--- src/rtl/ofdm_rx_seq_pkg.sv ---
// Shared types and sizing helpers for the OFDM RX symbol sequencer.
package ofdm_rx_seq_pkg;

  typedef enum logic [2:0] {
    ST_IDLE   = 3'd0,
    ST_SEARCH = 3'd1,
    ST_ALIGN  = 3'd2,
    ST_GUARD  = 3'd3,
    ST_DATA   = 3'd4
  } seq_state_e;

  localparam int FRAME_CNT_W   = 16;
  localparam int OVERRUN_CNT_W = 8;

  // Width needed to hold the largest length loaded into the strobe counter.
  function automatic int cnt_width(input int guard_len, input int sym_len, input int offset_w);
    int m;
    m = guard_len;
    if (sym_len > m) m = sym_len;
    if ((1 << offset_w) > m) m = 1 << offset_w;
    return $clog2(m + 1);
  endfunction

endpackage

--- src/rtl/ofdm_rx_strobe_counter.sv ---
// Loadable down-counter that decrements once per sample strobe; tc_o marks
// the strobe that consumes the final remaining count.
module ofdm_rx_strobe_counter #(
  parameter int WIDTH = 7
) (
  input  logic             clk,
  input  logic             rst_n,
  input  logic             load_i,
  input  logic [WIDTH-1:0] load_val_i,
  input  logic             dec_i,
  output logic [WIDTH-1:0] count_o,
  output logic             tc_o
);

  logic [WIDTH-1:0] count_q, count_d;

  always_comb begin
    count_d = count_q;
    if (load_i) begin
      count_d = load_val_i;
    end else if (dec_i && (count_q != '0)) begin
      count_d = count_q - WIDTH'(1);
    end
  end

  always_ff @(posedge clk or negedge rst_n) begin
    if (!rst_n) begin
      count_q <= '0;
    end else begin
      count_q <= count_d;
    end
  end

  assign count_o = count_q;
  assign tc_o    = (count_q == WIDTH'(1));

endmodule

--- src/rtl/ofdm_rx_symbol_sequencer.sv ---
// OFDM RX timing controller: skips alignment offset and cyclic prefixes, gates
// useful samples into the FFT. Optional statistics via OFDM_RX_SEQUENCER_STATS_EN.
module ofdm_rx_symbol_sequencer
  import ofdm_rx_seq_pkg::*;
#(
  parameter int symbol_length_g     = 64,
  parameter int guard_length_g      = 16,
  parameter int symbols_per_frame_g = 12,
  parameter int offset_width_g      = 5
) (
  input  logic                               sys_clk,
  input  logic                               sys_rstn,
  input  logic                               sys_init_i,
  input  logic                               rx_data_valid_i,
  input  logic                               coarse_found_i,
  input  logic [offset_width_g-1:0]          coarse_offset_i,
  input  logic                               fft_busy_i,
  output logic                               sym_valid_o,
  output logic [$clog2(symbol_length_g)-1:0] sym_idx_o,
  output logic                               sym_start_o,
  output logic                               sym_end_o,
  output logic                               frame_done_o,
  output logic                               overrun_o,
  output logic [2:0]                         state_o
`ifdef OFDM_RX_SEQUENCER_STATS_EN
  ,
  output logic [FRAME_CNT_W-1:0]             frame_cnt_o,
  output logic [OVERRUN_CNT_W-1:0]           overrun_cnt_o
`endif
);

  localparam int IDX_W  = $clog2(symbol_length_g);
  localparam int CNT_W  = cnt_width(guard_length_g, symbol_length_g, offset_width_g);
  localparam int SCNT_W = $clog2(symbols_per_frame_g) + 1;
  localparam logic [CNT_W-1:0]  SYM_LEN_C   = CNT_W'(symbol_length_g);
  localparam logic [CNT_W-1:0]  GUARD_LEN_C = CNT_W'(guard_length_g);
  localparam logic [SCNT_W-1:0] LAST_SYM_C  = SCNT_W'(symbols_per_frame_g - 1);

  seq_state_e        state_q, state_d;
  logic [SCNT_W-1:0] sym_cnt_q, sym_cnt_d;
  logic              overrun_q, overrun_d;
  logic              valid_q, valid_d;
  logic [IDX_W-1:0]  idx_q, idx_d;
  logic              start_q, start_d;
  logic              end_q, end_d;
  logic              done_q, done_d;

  logic              cnt_load, cnt_dec, cnt_tc;
  logic [CNT_W-1:0]  cnt_load_val, cnt_value;
  logic              first_data_strobe;

  ofdm_rx_strobe_counter #(.WIDTH(CNT_W)) u_strobe_cnt (
    .clk        (sys_clk),
    .rst_n      (sys_rstn),
    .load_i     (cnt_load),
    .load_val_i (cnt_load_val),
    .dec_i      (cnt_dec),
    .count_o    (cnt_value),
    .tc_o       (cnt_tc)
  );

  // A full count in DATA means no sample of this symbol has been gated yet.
  assign first_data_strobe = (state_q == ST_DATA) && rx_data_valid_i && !sys_init_i &&
                             (cnt_value == SYM_LEN_C);

  always_comb begin
    state_d      = state_q;
    sym_cnt_d    = sym_cnt_q;
    overrun_d    = overrun_q;
    valid_d      = 1'b0;
    idx_d        = idx_q;
    start_d      = 1'b0;
    end_d        = 1'b0;
    done_d       = 1'b0;
    cnt_load     = 1'b0;
    cnt_load_val = '0;
    cnt_dec      = 1'b0;

    if (sys_init_i) begin
      state_d   = ST_SEARCH;
      sym_cnt_d = '0;
      overrun_d = 1'b0;
      idx_d     = '0;
      cnt_load  = 1'b1;
    end else if (rx_data_valid_i) begin
      unique case (state_q)
        ST_SEARCH: begin
          if (coarse_found_i) begin
            cnt_load = 1'b1;
            if (coarse_offset_i == '0) begin
              state_d      = ST_GUARD;
              cnt_load_val = GUARD_LEN_C;
            end else begin
              state_d      = ST_ALIGN;
              cnt_load_val = CNT_W'(coarse_offset_i);
            end
          end
        end
        ST_ALIGN, ST_GUARD: begin
          if (cnt_tc) begin
            state_d      = (state_q == ST_ALIGN) ? ST_GUARD : ST_DATA;
            cnt_load     = 1'b1;
            cnt_load_val = (state_q == ST_ALIGN) ? GUARD_LEN_C : SYM_LEN_C;
          end else begin
            cnt_dec = 1'b1;
          end
        end
        ST_DATA: begin
          if (first_data_strobe && fft_busy_i) begin
            state_d   = ST_SEARCH;
            overrun_d = 1'b1;
            sym_cnt_d = '0;
            cnt_load  = 1'b1;
          end else begin
            valid_d = 1'b1;
            idx_d   = IDX_W'(SYM_LEN_C - cnt_value);
            start_d = first_data_strobe;
            if (cnt_tc) begin
              end_d    = 1'b1;
              cnt_load = 1'b1;
              if (sym_cnt_q == LAST_SYM_C) begin
                done_d    = 1'b1;
                sym_cnt_d = '0;
                state_d   = ST_SEARCH;
              end else begin
                sym_cnt_d    = sym_cnt_q + SCNT_W'(1);
                state_d      = ST_GUARD;
                cnt_load_val = GUARD_LEN_C;
              end
            end else begin
              cnt_dec = 1'b1;
            end
          end
        end
        default: ;
      endcase
    end
  end

  always_ff @(posedge sys_clk or negedge sys_rstn) begin
    if (!sys_rstn) begin
      state_q   <= ST_IDLE;
      sym_cnt_q <= '0;
      overrun_q <= 1'b0;
      valid_q   <= 1'b0;
      idx_q     <= '0;
      start_q   <= 1'b0;
      end_q     <= 1'b0;
      done_q    <= 1'b0;
    end else begin
      state_q   <= state_d;
      sym_cnt_q <= sym_cnt_d;
      overrun_q <= overrun_d;
      valid_q   <= valid_d;
      idx_q     <= idx_d;
      start_q   <= start_d;
      end_q     <= end_d;
      done_q    <= done_d;
    end
  end

  assign sym_valid_o  = valid_q;
  assign sym_idx_o    = idx_q;
  assign sym_start_o  = start_q;
  assign sym_end_o    = end_q;
  assign frame_done_o = done_q;
  assign overrun_o    = overrun_q;
  assign state_o      = state_q;

`ifdef OFDM_RX_SEQUENCER_STATS_EN
  logic [FRAME_CNT_W-1:0]   frame_cnt_q;
  logic [OVERRUN_CNT_W-1:0] overrun_cnt_q;

  // Statistics survive sys_init_i; only the hardware reset clears them.
  always_ff @(posedge sys_clk or negedge sys_rstn) begin
    if (!sys_rstn) begin
      frame_cnt_q   <= '0;
      overrun_cnt_q <= '0;
    end else begin
      if (done_d && (frame_cnt_q != '1)) begin
        frame_cnt_q <= frame_cnt_q + FRAME_CNT_W'(1);
      end
      if (first_data_strobe && fft_busy_i && (overrun_cnt_q != '1)) begin
        overrun_cnt_q <= overrun_cnt_q + OVERRUN_CNT_W'(1);
      end
    end
  end

  assign frame_cnt_o   = frame_cnt_q;
  assign overrun_cnt_o = overrun_cnt_q;
`endif

endmodule

--- config.mk ---
export PLATFORM = sky130hd
export DESIGN_NAME = ofdm_rx_symbol_sequencer
export DESIGN_NICKNAME = d
export VERILOG_FILES = /design/src/rtl/ofdm_rx_seq_pkg.sv /design/src/rtl/ofdm_rx_strobe_counter.sv /design/src/rtl/ofdm_rx_symbol_sequencer.sv
export SDC_FILE = /design/constraint.sdc
export NUM_CORES = 1
export LEC_CHECK = 0
export ABC_AREA = 1
export CORE_MARGIN = 1.5
export CORE_UTILIZATION = 25
export CTS_CLUSTER_SIZE = 14
export DETAILED_ROUTE_END_ITERATION = 16
export HOLD_SLACK_MARGIN = 0.08
export SLEW_MARGIN = 30
export SYNTH_ARGS = -nofsm -noshare
export SYNTH_HDL_FRONTEND = slang
export SYNTH_HIERARCHICAL = 1
export SYNTH_SLANG_ARGS = --single-unit
--- constraint.sdc ---
create_clock -name sys_clk -period 3.1 [get_ports sys_clk]
set_input_delay 0.465 -clock sys_clk [delete_from_list [all_inputs] [get_ports sys_clk]]
set_output_delay 0.465 -clock sys_clk [all_outputs]
set_load 0.01 [all_outputs]
---- After elaboration in Yosys (flattened, before gate mapping) ----
Cells that the tools add are included.
storage, ports and cells
  logic and storage cells ................. 107
  output and inout bits ................... 14
  bits in writable memories ............... 0
  flip-flop bits (word level) ............. 26
  memories ................................ 0
  ROM bits ................................ 0
  bits in latches ......................... 0
  input bits .............................. 11
operators by class
  magnitude comparators ................... 0
  $mul .................................... 0
  reduce and logical (&&, ||, !) cells .... 19
  div/mod/pow operators ................... 0
  $add $sub $neg .......................... 3
  shift-type cells ........................ 0
  equal/unequal tests ..................... 11
  multiplexer cells ....................... 65
  bitwise gates (word level) .............. 0
operator list
  operator               count
  $mux W5                11
  $mux W7                6
  $mux W1                32
  $mux W6                4
  $mux W3                7
  $pmux W7 S3            1
  $pmux W3 S3            1
  $reduce_and A3 Y1      3
  $reduce_bool A2 Y1     4
  $eq A7 B1 Y1 const B   1
  $eq A7 B7 Y1 const B   1
  $reduce_bool A7 Y1     1
  $sub A7 B1 Y7 const B  1
  $eq A3 B2 Y1 const B   2
  $ne A3 B3 Y1 const B   2
  $sub A1 B6 Y6 const A  1
  $add A5 B1 Y5 const B  1
  $eq A5 B4 Y1 const B   1
  $logic_and A1 B1 Y1    5
  $logic_not A5 Y1       1
  $reduce_and A5 Y1      1
  $ne A4 B3 Y1 const B   1
  $reduce_bool A4 Y1     1
  $eq A3 B1 Y1 const B   1
  8 further kinds        8

---- Depth between registers and ports, before layout ----
Gate-level depths: netlist (run 1).
  word-level depth ........................ 12
  mapped depth ............................ 16
  gate-level depth less buffers ........... 16

---- By module ----
Netlist (run 1), hierarchy kept.
by module, submodules not included
  module                    area an instance (µm²)  cells an instance  instances  sequential area each (µm²)
  ofdm_rx_symbol_sequencer  1268.7                  169                1          475.5
  ofdm_rx_strobe_counter    568.0                   76                 1          175.2

---- Worst setup path before layout (run 1) ----
Ideal clock, no wire load.
  kind .................................... register -> register
  start point ............................. register u_strobe_cnt.count_q[0] (netlist: u_strobe_cnt/count_o[0])
  end point ............................... register u_strobe_cnt.count_q[3] (netlist: u_strobe_cnt/count_o[3])
  path buffers ............................ 0
  stages on the path, launching flop included .. 15
  period minus slack after synthesis ...... 1980 ps
  arrival time ............................ 1864 ps
  setup time .............................. 117 ps
  required time ........................... 2983 ps
  setup slack ............................. 1120 ps
  path through ............................ dfrtp_1 -> inv_1 -> ha_1 -> nand2_1 -> nor2_2 -> nand3_4 -> nand2_4 -> nand2_4 -> nand2_4 -> nand2_4 -> inv_1 -> inv_2 -> or2_2 -> nand3_2 -> nand2_1
between the ends
  elaborated cells on any way between the ends .. 26
  those cells by class .................... add/sub: 1; eq/ne: 2; mux: 18; reduce/logical: 5
RTL lines
  what                                                  line                             RTL
  start, declared                                       ofdm_rx_strobe_counter.sv:15     logic [WIDTH-1:0] count_q, count_d;
  start signal, assigned                                ofdm_rx_strobe_counter.sv:30     count_q <= count_d;
  $eq A7 B7 Y1                                          ofdm_rx_symbol_sequencer.sv:64   (cnt_value == SYM_LEN_C);
  $logic_and A1 B1 Y1                                   ofdm_rx_symbol_sequencer.sv:63   assign first_data_strobe = (state_q == ST_DATA) && rx_data_valid_i && !sys_init_i &&
  $logic_and A1 B1 Y1                                   ofdm_rx_symbol_sequencer.sv:109  if (first_data_strobe && fft_busy_i) begin
  $mux W1                                               ofdm_rx_symbol_sequencer.sv:109
  $pmux W1 S3 (*)                                       ofdm_rx_symbol_sequencer.sv:86   unique case (state_q)
  $mux W1 (*)                                           ofdm_rx_symbol_sequencer.sv:85   end else if (rx_data_valid_i) begin
  $mux W1 (*)                                           ofdm_rx_symbol_sequencer.sv:79   if (sys_init_i) begin
  net cnt_load                                          ofdm_rx_symbol_sequencer.sv:48   logic cnt_load, cnt_dec, cnt_tc;
  $mux W7 / $reduce_bool A2 Y1 (equally long branches)  n/a
The timed path passes the listed nets; every way through them passes the cells marked *. The select of a mux whose other input is x is not followed.
A chain may end at the register's enable or synchronous reset.

---- Worst setup path after layout (run 1) ----
  start point ............................. input sys_init_i
  end point ............................... register u_strobe_cnt.count_q[3] (netlist: u_strobe_cnt/count_o[3])
between the ends
  elaborated cells on any way between the ends .. 19
  those cells by class .................... mux: 13; reduce/logical: 6
RTL lines
  what                                                  line                             RTL
  start, declared                                       ofdm_rx_symbol_sequencer.sv:13   input logic sys_init_i,
  $logic_not A1 Y1                                      ofdm_rx_symbol_sequencer.sv:63
  $logic_and A1 B1 Y1 (2 in a row)                      ofdm_rx_symbol_sequencer.sv:63
  $logic_and A1 B1 Y1                                   ofdm_rx_symbol_sequencer.sv:109
  $mux W1                                               ofdm_rx_symbol_sequencer.sv:109
  $pmux W1 S3                                           ofdm_rx_symbol_sequencer.sv:86
  $mux W1                                               ofdm_rx_symbol_sequencer.sv:85
  $mux W1 (*)                                           ofdm_rx_symbol_sequencer.sv:79
  net cnt_load                                          ofdm_rx_symbol_sequencer.sv:48
  $mux W7 / $reduce_bool A2 Y1 (equally long branches)  n/a
The timed path passes the listed nets; every way through them passes the cells marked *.

==> results of run 1 <==
sequential cells by signal (all words and copies together), names as in the netlist:
name                  flops
u_strobe_cnt/count_o      7
sym_idx_o                 6
sym_cnt_q                 5
state_o                   3
frame_done_o              1
overrun_o                 1
sym_end_o                 1
sym_start_o               1
sym_valid_o               1
area by class of cell:
| cell class | instances | area, um2 | share of cell area (%) |
|---|---|---|---|
| multi-input cells | 177 | 1022 | 45.39 |
| flip-flops and latches | 26 | 650.6 | 28.89 |
| repair buffers | 26 | 255.2 | 11.33 |
| clock buffers | 3 | 41.29 | 1.833 |
| well taps | 99 | 123.9 | 5.500 |
| inverters | 41 | 158.9 | 7.056 |
routing by layer:
layer / wire [um] / vias to the layer above
li1: - / 836
met1: 1948 / 699
met2: 1731 / 52
met3: 206 / 2
met4: 40 / 0
met5: 0 / -
critical path: stages:
cell	delay (ns)
clkdlybuf4s50_1	0.57
inv_4	0.21
nand2_8	0.08
nor2_4	0.13
nand3_4	0.13
nand2_4	0.09
nand2_4	0.07
nand2_4	0.07
nand2_4	0.07
inv_1	0.09
inv_2	0.10
or2_2	0.30
nand3_2	0.07
nand2_1	0.04
power breakdown:
part           switching [W]  internal, W
Clock               0.000100    0.0000870
Combinational       0.000495     0.000347
Sequential          0.000119     0.000434
cells in the mapped netlist, drive strengths merged:
library cell  instances
nand2                75
inv                  41
dfrtp                26
nand3                26
nor2                 24
o21ai                15
nor3                 10
ha                    5
nand4                 5
xor2                  3
a21oi                 2
o31ai                 2
or2                   2
xnor2                 2
buf                   1
conb                  1
nand3b                1
o2111ai               1
o211a                 1
o211ai                1
o21bai                1
metrics by stage:
| step | utilization (%) | area (um2) | power [W] | setup WS [ns] |
|---|---|---|---|---|
| 2_1_floorplan | - | 1837 | 0.001160 | 1.120 |
| 3_3_place_gp | 30.81 | 2211 | 0.001403 | 0.5470 |
| 3_5_place_dp | 30.81 | 2211 | 0.001407 | 0.4748 |
| 4_1_cts | 31.39 | 2252 | 0.001601 | 0.7693 |
| 5_1_grt | 31.39 | 2252 | 0.001749 | 0.6414 |
| 6_report | 31.39 | 2252 | 0.001582 | 0.7781 |
final timing paths:
check,from,end,cells after the start
max,sys_init_i,u_strobe_cnt/count_o[3]$_DFFE_PN0P_,14
min,sym_idx_o[5]$_DFFE_PN0P_,sym_idx_o[5]$_DFFE_PN0P_,2
max reg2reg,u_strobe_cnt/count_o[0]$_DFFE_PN0P_,u_strobe_cnt/count_o[3]$_DFFE_PN0P_,14
min reg2reg,sym_idx_o[5]$_DFFE_PN0P_,sym_idx_o[5]$_DFFE_PN0P_,2
max in group asynchronous,sys_rstn,state_o[2]$_DFFE_PN0P_,2
min in group asynchronous,sys_rstn,sym_valid_o$_DFF_PN0_,2
cell families (layout without fill, tap and decap cells):
group	Yosys count	count (layout)	share of synthesized area, %
other	1	1	0.2042
xor gates and xnor gates	5	5	2.385
DFF	26	26	35.42
AOI/OAI and AO/OA	23	23	8.719
adders and majority gates	5	5	3.406
buffers and inverters	42	70	8.923
and+or+nand+nor	143	143	40.94
==> impl_metrics.env, run 1 <==
export IMPL_outcome="completed"
export IMPL_drc=0
export IMPL_holdWs_ns=0.4875
export IMPL_die_y_um=88.72
export IMPL_setup_viol=0
export IMPL_cts_htree_levels=1
export IMPL_synth_warnings=6
export IMPL_portBuffers=24
export IMPL_cts_resized_gates=0
export IMPL_crit_required_ns=3.27
export IMPL_drive_gt1_share_pct=15.02
export IMPL_tritoncts="built"
export IMPL_max_freq_mhz=430.7
export IMPL_die_area_mm2=0.007870
export IMPL_arrival_ns=2.49
export IMPL_firstDrtPassIters=4
export IMPL_num_vias=1589
export IMPL_fin_nets=291
export IMPL_synthesis_area_mm2=0.001837
export IMPL_clkTransAtPathRegs_ns=0.09
export IMPL_cts_root_buf="clkbuf_8"
export IMPL_wl_per_cell_um=10.56
export IMPL_ys_top_cells_by_area="dfrtp_1 (35%), nand2_1 (12%), inv_1 (7.4%)"
export IMPL_syn2layout_area_growth_pct=22.62
export IMPL_antenna_found_initial=0
export IMPL_ys_seq_elements=26
export IMPL_worstHoldPathType="flop to flop"
export IMPL_routed_via_density=4.272
export IMPL_regToRegSetupSlack_ns=0.92
export IMPL_cts_setup_buffers=0
export IMPL_syn_inst=245
export IMPL_grt_setup_unrepaired="false"
export IMPL_grt_pass1_wl_um=6969
export IMPL_hold_buffers=0
export IMPL_grtUsageMet3_pct=1.866
export IMPL_cp_start_kind="input port"
export IMPL_grt_pass1_vias=1491
export IMPL_netlist_area_leader_share_pct=35.42
export IMPL_gr_total_overflow=0
export IMPL_antenna_left=0
export IMPL_cts_buffers=3
export IMPL_use_met2_pct=17.84
export IMPL_hpwl_um=3142
export IMPL_drt_iter0_drc=78
export IMPL_syn_num_nets=261
export IMPL_fin_setup_tns_ns=0
export IMPL_rows=31
export IMPL_grt_start_max_net_pins=27
export IMPL_ioPinCount=25
export IMPL_mostFrequentLayoutCell="nand2_1"
export IMPL_clock_latency_ns=0.27
export IMPL_ir_drop_mv=0.1853
export IMPL_critPathKind="input port to flop"
export IMPL_hold_viol_final=0
export IMPL_dp_cells=369
export IMPL_n_antenna_cell=0
export IMPL_layout_common_cells="nand2_1 (61), inv_1 (36), dfrtp_1 (26), nand3_1 (24), clkdlybuf4s50_1 (24)"
export IMPL_drv_slew=0
export IMPL_synth_avg_cell_area_um2=7.497
export IMPL_cts_path_max_buffers=2
export IMPL_layout_cells_non_filler=372
export IMPL_maxCapViolCount=0
export IMPL_cts_sinks=26
export IMPL_power_density_mw_per_mm2=702.4
export IMPL_p_leak_nw=1.101
export IMPL_routed_wirelength_um=3927
export IMPL_grt_busiest_layer="met2"
export IMPL_seq_area_frac_synth_pct=35.42
export IMPL_synth_cell_types=33
export IMPL_gp_congestion=0.8444
export IMPL_worstSetupEndpointType="flop"
export IMPL_die_w_um=88.72
export IMPL_grt_usage_pct=11.34
export IMPL_synth_top_cell_by_area="dfrtp_1"
export IMPL_gr_usage_met1_pct=15.93
export IMPL_fill_cells=748
export IMPL_core_area_mm2=0.007176
export IMPL_period_share_pct=74.90
export IMPL_finalCriticalPeriod_ns=2.322
export IMPL_start_util_pct=25.60
export IMPL_critPathMaxFanout=9
export IMPL_finClkSkew_ns=0.007503
No activity file was read; power rests on OpenSTA's default activity.
==> inputs of run 2 (changes only) <==
==> constraint.sdc (replaced) <==
create_clock -name sys_clk -period 2.2 [get_ports sys_clk]
set_input_delay 0.33 -clock sys_clk [delete_from_list [all_inputs] [get_ports sys_clk]]
set_output_delay 0.33 -clock sys_clk [all_outputs]
set_load 0.01 [all_outputs]
==> run 2 against run 1 <==
  * Die area stayed put
  * Hold slack worse by 0.063 ns
  * Critical path depth is 1 higher
  * First-iteration DRC count is 2.6% higher
  * Final area increased by 5.0%
  * Via count rose by 3.5%
  * Largest power group unchanged
==> impl_metrics.env, run 2 (synthesis gave the netlist of run 1 again) <==
export IMPL_fin_nets=304
export IMPL_p_leak_nw=1.167
export IMPL_cts_buffers=3
export IMPL_ir_drop_mv=0.2343
export IMPL_routed_via_density=4.270
export IMPL_cts_htree_levels=1
export IMPL_power_density_mw_per_mm2=1001
export IMPL_gp_congestion=0.9215
export IMPL_outcome="completed"
export IMPL_critPathMaxFanout=8
export IMPL_num_vias=1644
export IMPL_die_w_um=88.72
export IMPL_drv_slew=0
export IMPL_antenna_left=0
export IMPL_layout_common_cells="nand2_1 (61), inv_1 (36), dfrtp_1 (26), nand3_1 (24), clkdlybuf4s50_1 (24)"
export IMPL_grt_setup_unrepaired="false"
export IMPL_drc=0
export IMPL_hold_viol_final=0
export IMPL_worstSetupEndpointType="flop"
export IMPL_drt_iter0_drc=80
export IMPL_worst_path_stages=15
export IMPL_ioPinCount=25
export IMPL_regToRegSetupSlack_ns=0.14
export IMPL_post_place_ws_ns=0.03065
export IMPL_cts_sinks=26
export IMPL_grt_pass1_vias=1567
export IMPL_grt_pass1_wl_um=7293
export IMPL_critPathSlowestCell="dfrtp_1"
export IMPL_max_freq_mhz=485.7
export IMPL_r2r_cells=15
export IMPL_worstHoldPathType="input port to asynchronous set/reset pin"
export IMPL_cts_resized_gates=0
export IMPL_firstDrtPassIters=6
export IMPL_antenna_found_initial=0
export IMPL_mostFrequentLayoutCell="nand2_1"
export IMPL_crit_top_cell="nand2_4"
export IMPL_die_y_um=88.72
export IMPL_rows=31
export IMPL_finalCriticalPeriod_ns=2.059
export IMPL_period_share_pct=93.58
export IMPL_largest_reg_flops=7
export IMPL_routed_wirelength_um=4263
export IMPL_final_setup_worst_slack_ns=0.1413
export IMPL_cpPeakStageDelay_ns=0.44
export IMPL_cts_setup_buffers=0
export IMPL_final_area_mm2=0.002365
export IMPL_crit_required_ns=2.36
export IMPL_n_antenna_cell=0
export IMPL_clkTransAtPathRegs_ns=0.09
export IMPL_crit_family="simple AND/OR/NAND/NOR gates"
export IMPL_cp_start_kind="flop"
export IMPL_start_util_pct=25.60
export IMPL_arrival_ns=2.22
export IMPL_hold_buffers=0
export IMPL_place_area_mm2=0.002321
export IMPL_fin_setup_tns_ns=0
export IMPL_critPathKind="flop to flop"
export IMPL_holdWs_ns=0.4249
export IMPL_grt_usage_pct=11.84
export IMPL_die_area_mm2=0.007870
export IMPL_critical_path_cell_chain="inv_1 -> ha_1 -> nand2_1 -> nor2_2 -> nand3_4 -> nand2_4 -> nand2_4 -> nand2_4 -> nand2_4 -> inv_1 -> inv_2 -> buf_12 -> nand3b_1 -> nand2_1 -> o21bai_1"
export IMPL_grt_start_max_net_pins=27
export IMPL_maxCapViolCount=0
export IMPL_portBuffers=24
export IMPL_cts_root_buf="clkbuf_8"
export IMPL_crit_reg2reg_launch="u_strobe_cnt/count_o[0]$_DFFE_PN0P_"
export IMPL_clock_latency_ns=0.27
export IMPL_tritoncts="built"
export IMPL_core_area_mm2=0.007176
export IMPL_hpwl_um=3382
export IMPL_rr_endpoint="u_strobe_cnt/count_o[6]$_DFFE_PN0P_"
export IMPL_finClkSkew_ns=0.005452
export IMPL_drive_gt1_share_pct=19.23
export IMPL_gr_total_overflow=0
export IMPL_wl_per_cell_um=11.07
export IMPL_path_buf_inv=4
export IMPL_setup_viol=0
export IMPL_cts_path_max_buffers=2
export IMPL_syn2layout_area_growth_pct=28.75
run 2: cell types whose count changed in the layout (fill, tap and decap cells not counted):
| cell | before | now |
|---|---|---|
| buf_12 | 0 | 1 |
| nor2_2 | 3 | 4 |
| buf_4 | 2 | 14 |
| nor2_1 | 18 | 17 |
run 2: worst max-delay path by stage:
stage | startpoint | endpoint
after floorplan | u_strobe_cnt/count_o[0]$_DFFE_PN0P_ | u_strobe_cnt/count_o[3]$_DFFE_PN0P_
after global placement | rx_data_valid_i | u_strobe_cnt/count_o[6]$_DFFE_PN0P_
after detailed placement | rx_data_valid_i | u_strobe_cnt/count_o[6]$_DFFE_PN0P_
after CTS | u_strobe_cnt/count_o[0]$_DFFE_PN0P_ | u_strobe_cnt/count_o[6]$_DFFE_PN0P_
after global routing | u_strobe_cnt/count_o[0]$_DFFE_PN0P_ | u_strobe_cnt/count_o[6]$_DFFE_PN0P_
final | u_strobe_cnt/count_o[0]$_DFFE_PN0P_ | u_strobe_cnt/count_o[6]$_DFFE_PN0P_
run 2: metal layers:
| metal | part of all wire, % | track usage, % |
|---|---|---|
| met3 | 3.7 | 0.7463 |
| met1 | 52 | 17.09 |
| met4 | 1.8 | 4.261 |
| met2 | 43 | 18.60 |
| met5 | 0 | 0 |
run 2: worst reg2reg max path, cell delays in order, from the launching register on:
cell and delay, ns:
dfrtp_1 0.44, inv_1 0.12, ha_1 0.21, nand2_1 0.10, nor2_2 0.16, nand3_4 0.14
nand2_4 0.09, nand2_4 0.05, nand2_4 0.06, nand2_4 0.04, inv_1 0.08, inv_2 0.05
buf_12 0.13, nand3b_1 0.07, nand2_1 0.05, o21bai_1 0.14
run 2: cell type report:
type                            count  area, um2
Inverter                           41      158.9
Fill cell                         773       4811
Clock buffer                        3      41.29
Multi-Input combinational cell    177       1025
Timing Repair Buffer               39      365.4
Sequential cell                    26      650.6
Tap cell                           99      123.9
run 2: stage by stage:
step	utilization, %	std cells	total power [W]
after floorplan	-	245	0.001635
after global placement	32.35	382	0.002087
after detailed placement	32.35	382	0.002105
after CTS	32.92	385	0.002390
after global routing	32.96	385	0.002596
final	32.96	385	0.002367
run 2: power by group:
part / internal [W] / total [W] / leakage [nW] / switching, W
clock network: 0.000123 / 0.000273 / 0.0216 / 0.000150
registers: 0.000611 / 0.000749 / 0.345 / 0.000138
logic: 0.000577 / 0.00134 / 0.801 / 0.000768
total: 0.00131 / 0.00237 / 1.17 / 0.00106
